--- config.mk ---
export PLATFORM = sky130hd
export DESIGN_NAME = counter1
export DESIGN_NICKNAME = d
export VERILOG_FILES = /design/src/rtl/counter1.sv
export SDC_FILE = /design/constraint.sdc
export NUM_CORES = 1
export LEC_CHECK = 0
export ABC_AREA = 1
export BUFFER_PORTS_ARGS = -buffer_cell sky130_fd_sc_hd__buf_2
export CORE_AREA = 2 2 39 41
export CTS_BUF_LIST = sky130_fd_sc_hd__clkbuf_16
export DETAILED_ROUTE_END_ITERATION = 8
export DIE_AREA = 0 0 41 43
export GPL_ROUTABILITY_DRIVEN = 0
export PLACE_DENSITY_LB_ADDON = 0.08
export SLEW_MARGIN = 20
export SYNTH_ARGS = -nofsm -noshare
export SYNTH_HDL_FRONTEND = slang
export SYNTH_SLANG_ARGS = --single-unit
--- constraint.sdc ---
create_clock -name clk -period 0.9 [get_ports clk]
set_input_delay 0.135 -clock clk [delete_from_list [all_inputs] [get_ports clk]]
set_output_delay 0.135 -clock clk [all_outputs]
set_load 0.02 [all_outputs]
--- src/rtl/counter1.sv ---
// Stepped repeating counter: walks MIN_VAL..MAX_VAL, holding each value REPEAT cycles.
// Optional count enable port compiled in with COUNTER1_ENABLE_EN.
module counter1 #(
    parameter int unsigned WIDTH   = 3,
    parameter int unsigned MIN_VAL = 1,
    parameter int unsigned MAX_VAL = 7,
    parameter int unsigned REPEAT  = 3
) (
    input  logic             clk,
    input  logic             rst,
`ifdef COUNTER1_ENABLE_EN
    input  logic             en,
`endif
    output logic [WIDTH-1:0] count,
    output logic             wrap
);

    localparam int unsigned       HOLD_W    = (REPEAT > 1) ? $clog2(REPEAT) : 1;
    localparam logic [HOLD_W-1:0] HOLD_LAST = HOLD_W'(REPEAT - 1);
    localparam logic [WIDTH-1:0]  MIN_C     = WIDTH'(MIN_VAL);
    localparam logic [WIDTH-1:0]  MAX_C     = WIDTH'(MAX_VAL);

    logic [HOLD_W-1:0] hold;
    logic              step;

    always_comb begin
`ifdef COUNTER1_ENABLE_EN
        step = en;
`else
        step = 1'b1;
`endif
    end

    always_ff @(posedge clk) begin
        if (rst) begin
            count <= MIN_C;
            hold  <= '0;
            wrap  <= 1'b0;
        end else if (!step) begin
            // frozen edge: value and hold position kept, wrap pulse dropped
            wrap <= 1'b0;
        end else if (hold != HOLD_LAST) begin
            hold <= hold + HOLD_W'(1);
            wrap <= 1'b0;
        end else begin
            hold <= '0;
            if (count == MAX_C) begin
                count <= MIN_C;
                wrap  <= 1'b1;
            end else begin
                count <= count + WIDTH'(1);
                wrap  <= 1'b0;
            end
        end
    end

endmodule

# Yosys cells after proc, flatten, opt, wreduce, memory -nomap -nowiden
# Index checks and enable logic that the tools add are counted.
[totals] out_inout_bits=4 ff_bits=6 word_cells=12
[op_classes] reduce_logical=2 n_eq_ne=2 bitwise_logic=1 n_mux=2 add_sub_neg=2
[op_table] op="$reduce_or 2->1" n=2
[op_table] op="$add 3x1->3 const B" n=1
[op_table] op="$eq 3x3->1 const B" n=1
[op_table] op="$mux 3" n=1
[op_table] op="$add 2x1->2 const B" n=1
[op_table] op="$ne 2x2->1 const B" n=1
[op_table] op="$mux 1" n=1
[op_table] op="$not 1->1" n=1

# Logic depth before layout (Yosys ltp)
# Gate-level depths: netlist (run 1).
[depth] depth_word=3 depth_mapped=6 mapped_depth_nobuf=6

# Worst setup path after synthesis (run 1)
# OpenSTA, ideal clock, no wires.
[synth_path] path_kind="register to register" start="register count[0]" end="register count[0]" arrival_ns=0.982 path_slack_ns=-0.203 stages_incl_launch_ff=7 synth_period_minus_slack_ns=1.103 setup_time_ns=0.120 cell_sequence="dfxtp_1 ha_1 ha_1 inv_1 nand2_1 nand2_1 nand3_1"
[synth_between] elab_chain_len=2
[synth_rtl] item="start, declared" line_no="14" text="output logic [WIDTH-1:0] count,"
[synth_rtl] item="start signal, assigned" line_no="51" text="count <= count + WIDTH'(1);"
[synth_rtl] item="$add 3x1->3 or $eq 3x3->1 (tied branches)" line_no="51, 47"
[synth_rtl] item="$mux 3 *" line_no="47" text="if (count == MAX_C) begin"
# Every way passes the cells marked *; elsewhere a longest branch is shown, timed or not.
# A chain may end at the register's enable or synchronous reset.

# Worst setup path in the final report (run 1)
# Same ends and word-level chain as after synthesis.

==> out/metrics.cfg, run 1 <==
[worst_setup_path]
worst_path_most_repeated_cell=ha_4
cpPeakStageDelay_ns=0.35
critical_path.max_fanout=2
critPathRequiredTime_ns=1.01
reg2reg_depth=6
critPathLaunchType=flip-flop
critical_path_arrival_ns=1.07
worstSetupEndpointType=flip-flop
cp_slowest_cell=dfxtp_4
timing.rr.start=count[0]$_SDFFE_PP1N_
cp-startpoint=count[0]$_SDFFE_PP1N_
timing_worst_setup_path_type=reg2reg
cp_cell_sequence=ha_4, ha_4, inv_4, nand2_2, nand2_1, nand3_1

[sta]
finalCriticalPeriod_ns=0.9623
rsz0062_at_grt=true
layout_setup_ws_ns=-0.06234
max_slew_margin_pct=92.68
period_share_pct=106.9
fin_hold_ws_ns=0.1317
finalHoldViolCount=0
fmax_mhz=1039
finalSetupViolations=5
worst_pin_slew_ns=0.1092
fin_worst_skew_ns=0.001591
drv_slew=0

[worst_hold_path]
hold_depth=2
worstHoldStart=rst
hold_class=in2reg

[cts]
root_buffer=clkbuf_16
cts_tree=yes
cts_sinks=6
htree_levels=1
clkLatencyLatePin_ns=0.23
clk_path_buf_depth=2
cts_buffers=3
hold_buffers=0
clk_pin_slew_ns=0.03

[logic_synthesis]
synth_mux_area_share_pct=0
synth_top_cell_by_area=dfxtp_1
yosys.area_share.simple_pct=26.94
yosys.area_share.xor_xnor_pct=0
netlist_area_sq_um=241.5
synth_compound_area_share_pct=0
synth-seq-cells=6
syn_nets=33
avgSynthCellArea_sq_um=8.624
yosys-top-cells-area=dfxtp_1 50%, ha_1 16%, nand2_1 11%
synth_fa_ha_area_share_pct=15.54
synth_top_family_by_area=simple AND/OR/NAND/NOR gates
syn_inst=28
ys_warn_count=0
synth.yosys.seq_area_share_pct=49.74
yosys.area.top_type_share_pct=49.74
synth_cell_types=9

[die]
die_x_microns=41
initial_utilization_pct=17.45
io_pins=6
core_region_area_sq_um=1384
die_h_microns=43
placementRows=14
die_area_sq_um=1763

[power]
pwr-share-seq_pct=25.8
max-vdd-ir-drop_mv=0.8384
power.internal_uw=1026
switching_power_uw=304.0
power_frac_clock_pct=54.3
pwr-share-comb_pct=19.8
switching_share_pct=22.86
power.density_nw_per_um2=2805
p_leak_uw=0.0002123

[routing]
ant_nets=0
wirelength_microns=539
first_pass_iters=1
vias=209
drtIter0Drc=0
viasPerCell=3.732
remaining_drc_errors=0
wire_per_inst_microns=9.625

[run]
cap_violations=0

[global_routing]
grt_pass1_wl_microns=903
grt_usage_pct=8.945
grt_max_degree=6
gr-total-overflow=0
grt_pass1_vias=240
antenna_found_initial=0

[final_layout]
antenna_cells=0
fin_util_pct=34.27
area_growth_syn_to_layout_pct=96.37
drive_gt1_share_pct=65.00
layout.nets=47

[status]
violations=setup timing
status=finished with violations

[placed_design]
port_buffers=5
dp_hpwl_microns=378.8

## metrics by stage
step	TNS (ns)	setup slack, ns	power [uW]	std cells	area [sq um]
floorplan	-0.1004	-0.06600	461.5	28	280.3
finish	-0.2326	-0.06234	1330	56	474.2
CTS	-0.2171	-0.06911	1326	54	449.2
detailed placement	-0.4843	-0.1023	531.3	51	340.3
global placement	-0.4124	-0.09080	521.4	51	340.3
global route	-0.3874	-0.1125	1396	56	474.2
## path summary, 6_finish.rpt
check	slack, ns	end
max	-0.06	count[0]$_SDFFE_PP1N_
min	0.13	wrap$_SDFF_PP0_
max reg2reg	-0.06	count[0]$_SDFFE_PP1N_
min reg2reg	0.40	hold[0]$_SDFF_PP0_
## Yosys cell counts
master   number
dfxtp_1       6
inv_2         1
nor3_2        1
nor2_1        2
nand3_1       3
nor2_2        1
ha_1          3
nand2_1       7
inv_1         4
## cell families (layout without fill, tap and decap cells)
logic type / count (synthesis) / count (layout)
and+or+nand+nor: 14 / 14
adders and majority gates: 3 / 3
buffers and inverters: 5 / 17
DFF: 6 / 6
## power groups by stage
| stage | combinational (uW) | clock [uW] | sequential, uW |
|---|---|---|---|
| finish | 264 | 723 | 344 |
| floorplan | 101 | 0 | 361 |
| global placement | 185 | 0 | 337 |
| detailed placement | 193 | 0 | 338 |
| global route | 296 | 753 | 347 |
| CTS | 246 | 740 | 340 |
## area by class of cell
cell class	instances	area (sq um)
well taps	16	20.02
fillers	146	909.6
inverters	5	21.27
multi-input cells	17	152.6
repair buffers	9	75.07
clock buffers	3	75.07
flip-flops and latches	6	130.1
## worst max-delay path: cells and delay by family (launching register included)
| family | cells | cell delay, ns |
|---|---|---|
| adder cells (fa/ha/maj) | 2 | 0.32 |
| buffers and inverters | 1 | 0.05 |
| flip-flops | 1 | 0.35 |
| AND/OR/NAND/NOR | 3 | 0.12 |
## placed cells by master (no fill, tap or decap)
| master | instances |
|---|---|
| nand3_2 | 1 |
| dfxtp_4 | 2 |
| nand2_2 | 1 |
| nor2_4 | 1 |
| nand2_1 | 6 |
| inv_2 | 2 |
| nor3_2 | 1 |
| dfxtp_1 | 2 |
| buf_6 | 4 |
| inv_4 | 1 |
| buf_4 | 2 |
| clkbuf_16 | 3 |
| nor2_1 | 2 |
| inv_1 | 2 |
| dfxtp_2 | 2 |
| ha_4 | 3 |
| buf_2 | 3 |
| nand3_1 | 2 |
## flip-flops by register name (all words and copies together) (netlist names)
name   flops
count      3
hold       2
wrap       1
## per-layer routing
layer / wire [microns] / track usage (%)
met5: 0 / 0
met4: 21 / 10.00
met3: 37 / 6.283
met2: 277 / 12.50
met1: 203 / 7.097
## timing repair
action                                  CTS  global route
setup buffers                             0             2
pin swaps                                 0             2
gates resized for setup                   8             5
endpoints found under the setup margin    8             9
Note: power is estimated with default switching activity, not from simulation.
==> run 2: changes to the inputs <==
--- a/config.mk
+++ b/config.mk
@@ -12,6 +12,7 @@
 export DETAILED_ROUTE_END_ITERATION = 8
 export DIE_AREA = 0 0 41 43
 export GPL_ROUTABILITY_DRIVEN = 0
+export MAX_ROUTING_LAYER = met4
 export PLACE_DENSITY_LB_ADDON = 0.08
 export SLEW_MARGIN = 20
 export SYNTH_ARGS = -nofsm -noshare
==> run 2 against run 1 <==
The flow still finishes with violations (setup timing); flip-flop and latch count did not move; largest power group unchanged; wire length did not move; maximum frequency did not move; critical endpoint unchanged; worst hold slack barely moved; critical path depth did not move; sequential power barely moved; clock power barely moved; global-route usage rose by 0.22 points; non-clock buffer count did not move; first-iteration DRC count did not move; utilization did not move; register-to-register slack barely moved; highest routed layer unchanged.
==> out/metrics.cfg, run 2 (same netlist as run 1, synthesis figures left out) <==
[status]
status=finished with violations
violations=setup timing

[worst_setup_path]
r2r_setup_slack_ns=-0.06
critPathRequiredTime_ns=1.01
worst_path_most_repeated_cell=ha_4
worstSetupEndpointType=flip-flop
timing_worst_setup_path_type=reg2reg
cp_cell_sequence=ha_4, ha_4, inv_4, nand2_2, nand2_1, nand3_1
critPathLaunchType=flip-flop
critical_path.max_fanout=2
timing.rr.start=count[0]$_SDFFE_PP1N_
r2r_end=count[0]$_SDFFE_PP1N_
cp_slowest_cell=dfxtp_4
path_delay_family=flip-flops
cp-startpoint=count[0]$_SDFFE_PP1N_
reg2reg_depth=6
worst-path-buf-inv=1
critical_path_arrival_ns=1.07
cpPeakStageDelay_ns=0.35

[final_layout]
area_growth_syn_to_layout_pct=96.37
layout.nets=47
fillers=146
final_common_cell=nand2_1
regMostFlops=count
design_area_sq_um=474.2
fin_util_pct=34.27
top_regs=count x3, hold x2, wrap x1
final_cell_mix=6 x nand2_1, 4 x buf_6, 3 x ha_4, 3 x clkbuf_16, 3 x buf_2
antenna_cells=0
largest_reg_flops=3
drive_gt1_share_pct=65.00

[sta]
finalSetupViolations=5
drv_slew=0
finalCriticalPeriod_ns=0.9623
layout_setup_ws_ns=-0.06234
fin_worst_skew_ns=0.001608
rsz0062_at_grt=true
fin_hold_ws_ns=0.1318
fmax_mhz=1039
worst_pin_slew_ns=0.1092
max_slew_margin_pct=92.68
finalHoldViolCount=0
period_share_pct=106.9

[global_routing]
grt_pass1_wl_microns=910
grt_max_degree=6
gr-total-overflow=0
met3_usage_pct=6.283
grt_util_met1_pct=7.097
gr-max-usage-layer=met2
grt_usage_pct=9.166
met2_usage_pct=12.50
grt_pass1_vias=233
antenna_found_initial=0

[power]
power.internal_uw=1026
p_leak_uw=0.0002123
power_frac_clock_pct=54.3
pwr-share-seq_pct=25.8
pwr-share-comb_pct=19.8
switching_share_pct=22.86
switching_power_uw=304.0
power.density_nw_per_um2=2804
max-vdd-ir-drop_mv=0.8384

[worst_hold_path]
worstHoldStart=rst
holdPathEnd=wrap$_SDFF_PP0_
hold_depth=2
hold_class=in2reg

[routing]
remaining_drc_errors=0
first_pass_iters=1
vias=211
viasPerCell=3.768
drtIter0Drc=0
wirelength_microns=539
wire_per_inst_microns=9.625
ant_nets=0

[run]
cap_violations=0

[die]
core_region_area_sq_um=1384
io_pins=6
placementRows=14
die_area_sq_um=1763
die_h_microns=43
die_x_microns=41
initial_utilization_pct=17.45

[cts]
clk_path_buf_depth=2
cts_buffers=3
htree_levels=1
clk_pin_slew_ns=0.03
cts_tree=yes
clkLatencyLatePin_ns=0.23
root_buffer=clkbuf_16
cts_sinks=6

[placed_design]
port_buffers=5
dp_hpwl_microns=378.8
placed_area_sq_um=340.3

==> run 2: cell type report <==
type / count / area, sq um / area share, %
Clock buffer: 3 / 75.07 / 15.83
Timing Repair Buffer: 9 / 75.07 / 15.83
Sequential cell: 6 / 130.1 / 27.44
Inverter: 5 / 21.27 / 4.485
Multi-Input combinational cell: 17 / 152.6 / 32.19
Tap cell: 16 / 20.02 / 4.222
==> run 2: repair_timing <==
item,in CTS,in global routing
hold buffers,0,0
pin swaps,0,2
buffers inserted,0,2
gates resized for setup,8,5
endpoints found under the setup margin,8,9
==> run 2: worst reg2reg max path, delay by kind of cell (launching register included) <==
kind | cells | cell delay [ns]
fa+ha+maj | 2 | 0.32
buf+inv | 1 | 0.05
flops | 1 | 0.35
simple gates | 3 | 0.12
==> run 2: stage by stage <==
step	setup slack (ns)	setup TNS, ns	total power (uW)	cells
3_3_place_gp	-0.09080	-0.4124	521.4	51
3_5_place_dp	-0.1023	-0.4843	531.3	51
2_1_floorplan	-0.06600	-0.1004	461.5	28
4_1_cts	-0.06911	-0.2171	1326	54
6_report	-0.06234	-0.2326	1330	56
5_1_grt	-0.1125	-0.3873	1396	56
==> run 2: worst max-delay path by stage <==
stage               depth (start not counted)                     to  slack (ns)
detailed placement                          5     hold[0]$_SDFF_PP0_       -0.10
finish                                      6  count[0]$_SDFFE_PP1N_       -0.06
global route                                6  count[0]$_SDFFE_PP1N_       -0.11
floorplan                                   6  count[0]$_SDFFE_PP1N_       -0.07
global placement                            5  count[1]$_SDFFE_PP0N_       -0.09
CTS                                         6  count[0]$_SDFFE_PP1N_       -0.07
==> run 2: routing by layer <==
metal	share of wire (%)	up-vias
met3	6.9	4
li1	-	111
met4	5.2	0
met5	0	-
met1	37	91
met2	50	5
==> run 2: power groups by stage <==
stage	logic, uW	clock network (uW)	registers, uW
floorplan	101	0	361
global placement	185	0	337
detailed placement	193	0	338
CTS	246	740	340
global route	296	753	347
finish	264	723	344
==> run 3: changes to the inputs <==
--- a/config.mk
+++ b/config.mk
@@ -14,6 +14,7 @@
 export GPL_ROUTABILITY_DRIVEN = 0
 export MAX_ROUTING_LAYER = met4
 export PLACE_DENSITY_LB_ADDON = 0.08
+export RECOVER_POWER = 50
 export SLEW_MARGIN = 20
 export SYNTH_ARGS = -nofsm -noshare
 export SYNTH_HDL_FRONTEND = slang
==> run 3 against run 2 <==
The flow still finishes with violations (setup timing); critical path type unchanged; clock skew did not move; count of clock-buffer cells in the layout did not move; flip-flop and latch count did not move; combinational power barely moved; non-clock buffer count did not move; critical endpoint unchanged; via count did not move.
==> out/metrics.cfg, run 3 (same netlist as run 1, synthesis figures left out) <==
[final_layout]
top_regs=count x3, hold x2, wrap x1
drive_gt1_share_pct=65.00
regMostFlops=count
layout.nets=47
design_area_sq_um=474.2
final_common_cell=nand2_1
largest_reg_flops=3
final_cell_mix=6 x nand2_1, 4 x buf_6, 3 x ha_4, 3 x clkbuf_16
multi_input_area_sq_um=152.6
antenna_cells=0
fillers=146
area_growth_syn_to_layout_pct=96.37
regArea_sq_um=130.1

[sta]
period_share_pct=106.9
max_slew_margin_pct=92.68
fmax_mhz=1039
fin_worst_skew_ns=0.001608
finalCriticalPeriod_ns=0.9625
drv_slew=0
layout_setup_ws_ns=-0.06248
rsz0062_at_grt=true
tns_ns=-0.2329
worst_pin_slew_ns=0.1092
finalHoldViolCount=0
finalSetupViolations=5

[cts]
clk_pin_slew_ns=0.03
cts_buffers=3
root_buffer=clkbuf_16
clkLatencyLatePin_ns=0.23
cts_sinks=6
htree_levels=1
cts_tree=yes
clk_path_buf_depth=2
hold_buffers=0

[routing]
wire_per_inst_microns=9.625
vias=211
remaining_drc_errors=0
viasPerCell=3.768
drtIter0Drc=0
wirelength_microns=539
first_pass_iters=1
ant_nets=0

[die]
io_pins=6
initial_utilization_pct=17.45
die_x_microns=41
die_area_sq_um=1763
placementRows=14
core_region_area_sq_um=1384
die_h_microns=43

[power]
p_leak_uw=0.0002113
power.density_nw_per_um2=2804
max-vdd-ir-drop_mv=0.8384

[worst_setup_path]
worstSetupEndpointType=flip-flop
critPathLaunchType=flip-flop
timing_worst_setup_path_type=reg2reg
cp-startpoint=count[0]$_SDFFE_PP1N_
critical_path.max_fanout=2
critical_path_arrival_ns=1.07
critPathRequiredTime_ns=1.01
timing.rr.start=count[0]$_SDFFE_PP1N_

[global_routing]
grt_usage_pct=9.166
antenna_found_initial=0
grt_pass1_wl_microns=910
grt_max_degree=6
gr-total-overflow=0
grt_pass1_vias=233

[placed_design]
placed_area_sq_um=340.3
port_buffers=5
dp_hpwl_microns=378.8

[worst_hold_path]
hold_class=in2reg
worstHoldStart=rst

[run]
cap_violations=0

[status]
violations=setup timing
status=finished with violations

run 3: timing repair:
| item | 4_1_cts | 5_1_grt |
|---|---|---|
| resized for setup | 8 | 5 |
| buffers inserted | 0 | 2 |
| pin swaps | 0 | 2 |
| endpoints found under the hold margin | 0 | 0 |
| setup endpoints to repair | 8 | 9 |
run 3: final timing paths:
| kind | to | slack (ns) | cells past startpoint |
|---|---|---|---|
| hold reg to reg | hold[0]$_SDFF_PP0_ | 0.40 | 1 |
| setup / recovery | count[0]$_SDFFE_PP1N_ | -0.06 | 6 |
| setup reg to reg | count[0]$_SDFFE_PP1N_ | -0.06 | 6 |
| hold / removal | wrap$_SDFF_PP0_ | 0.13 | 2 |
run 3: final cells by class:
cell class	count	area share, %
sequential	6	27.44
multi-input combinational	17	32.19
timing repair buffer	9	15.83
clock buffer	3	15.83
inverter	5	4.485
tap	16	4.222
run 3: layer usage:
metal | global-route usage (%) | up-vias | routed length [microns]
met2 | 12.50 | 5 | 271
met3 | 6.283 | 4 | 32
met1 | 7.097 | 91 | 206
li1 | - | 111 | -
met5 | - | - | 0
met4 | 10.00 | 0 | 28
run 3: critical path, cell delays in order, from the launching register on:
cell	delay [ns]
dfxtp_4	0.35
ha_4	0.16
ha_4	0.16
inv_4	0.05
nand2_2	0.03
nand2_1	0.04
nand3_1	0.05
run 3: per-stage QoR:
stage	instances	setup WS, ns	util [%]	hold slack [ns]	total power [uW]
5_1_grt	56	-0.1125	34.27	0.1430	1396
4_1_cts	54	-0.06911	32.46	0.1315	1326
6_report	56	-0.06248	34.27	0.1318	1330
3_5_place_dp	51	-0.1023	24.59	0.3501	531.3
3_3_place_gp	51	-0.09080	24.59	0.3432	521.4
2_1_floorplan	28	-0.06600	-	0.2029	461.5
run 3: where the power goes:
group	switching, uW	leakage [uW]	internal (uW)
clock	152	0.0000370	570
sequential	32.4	0.0000506	311
combinational	119	0.000124	144
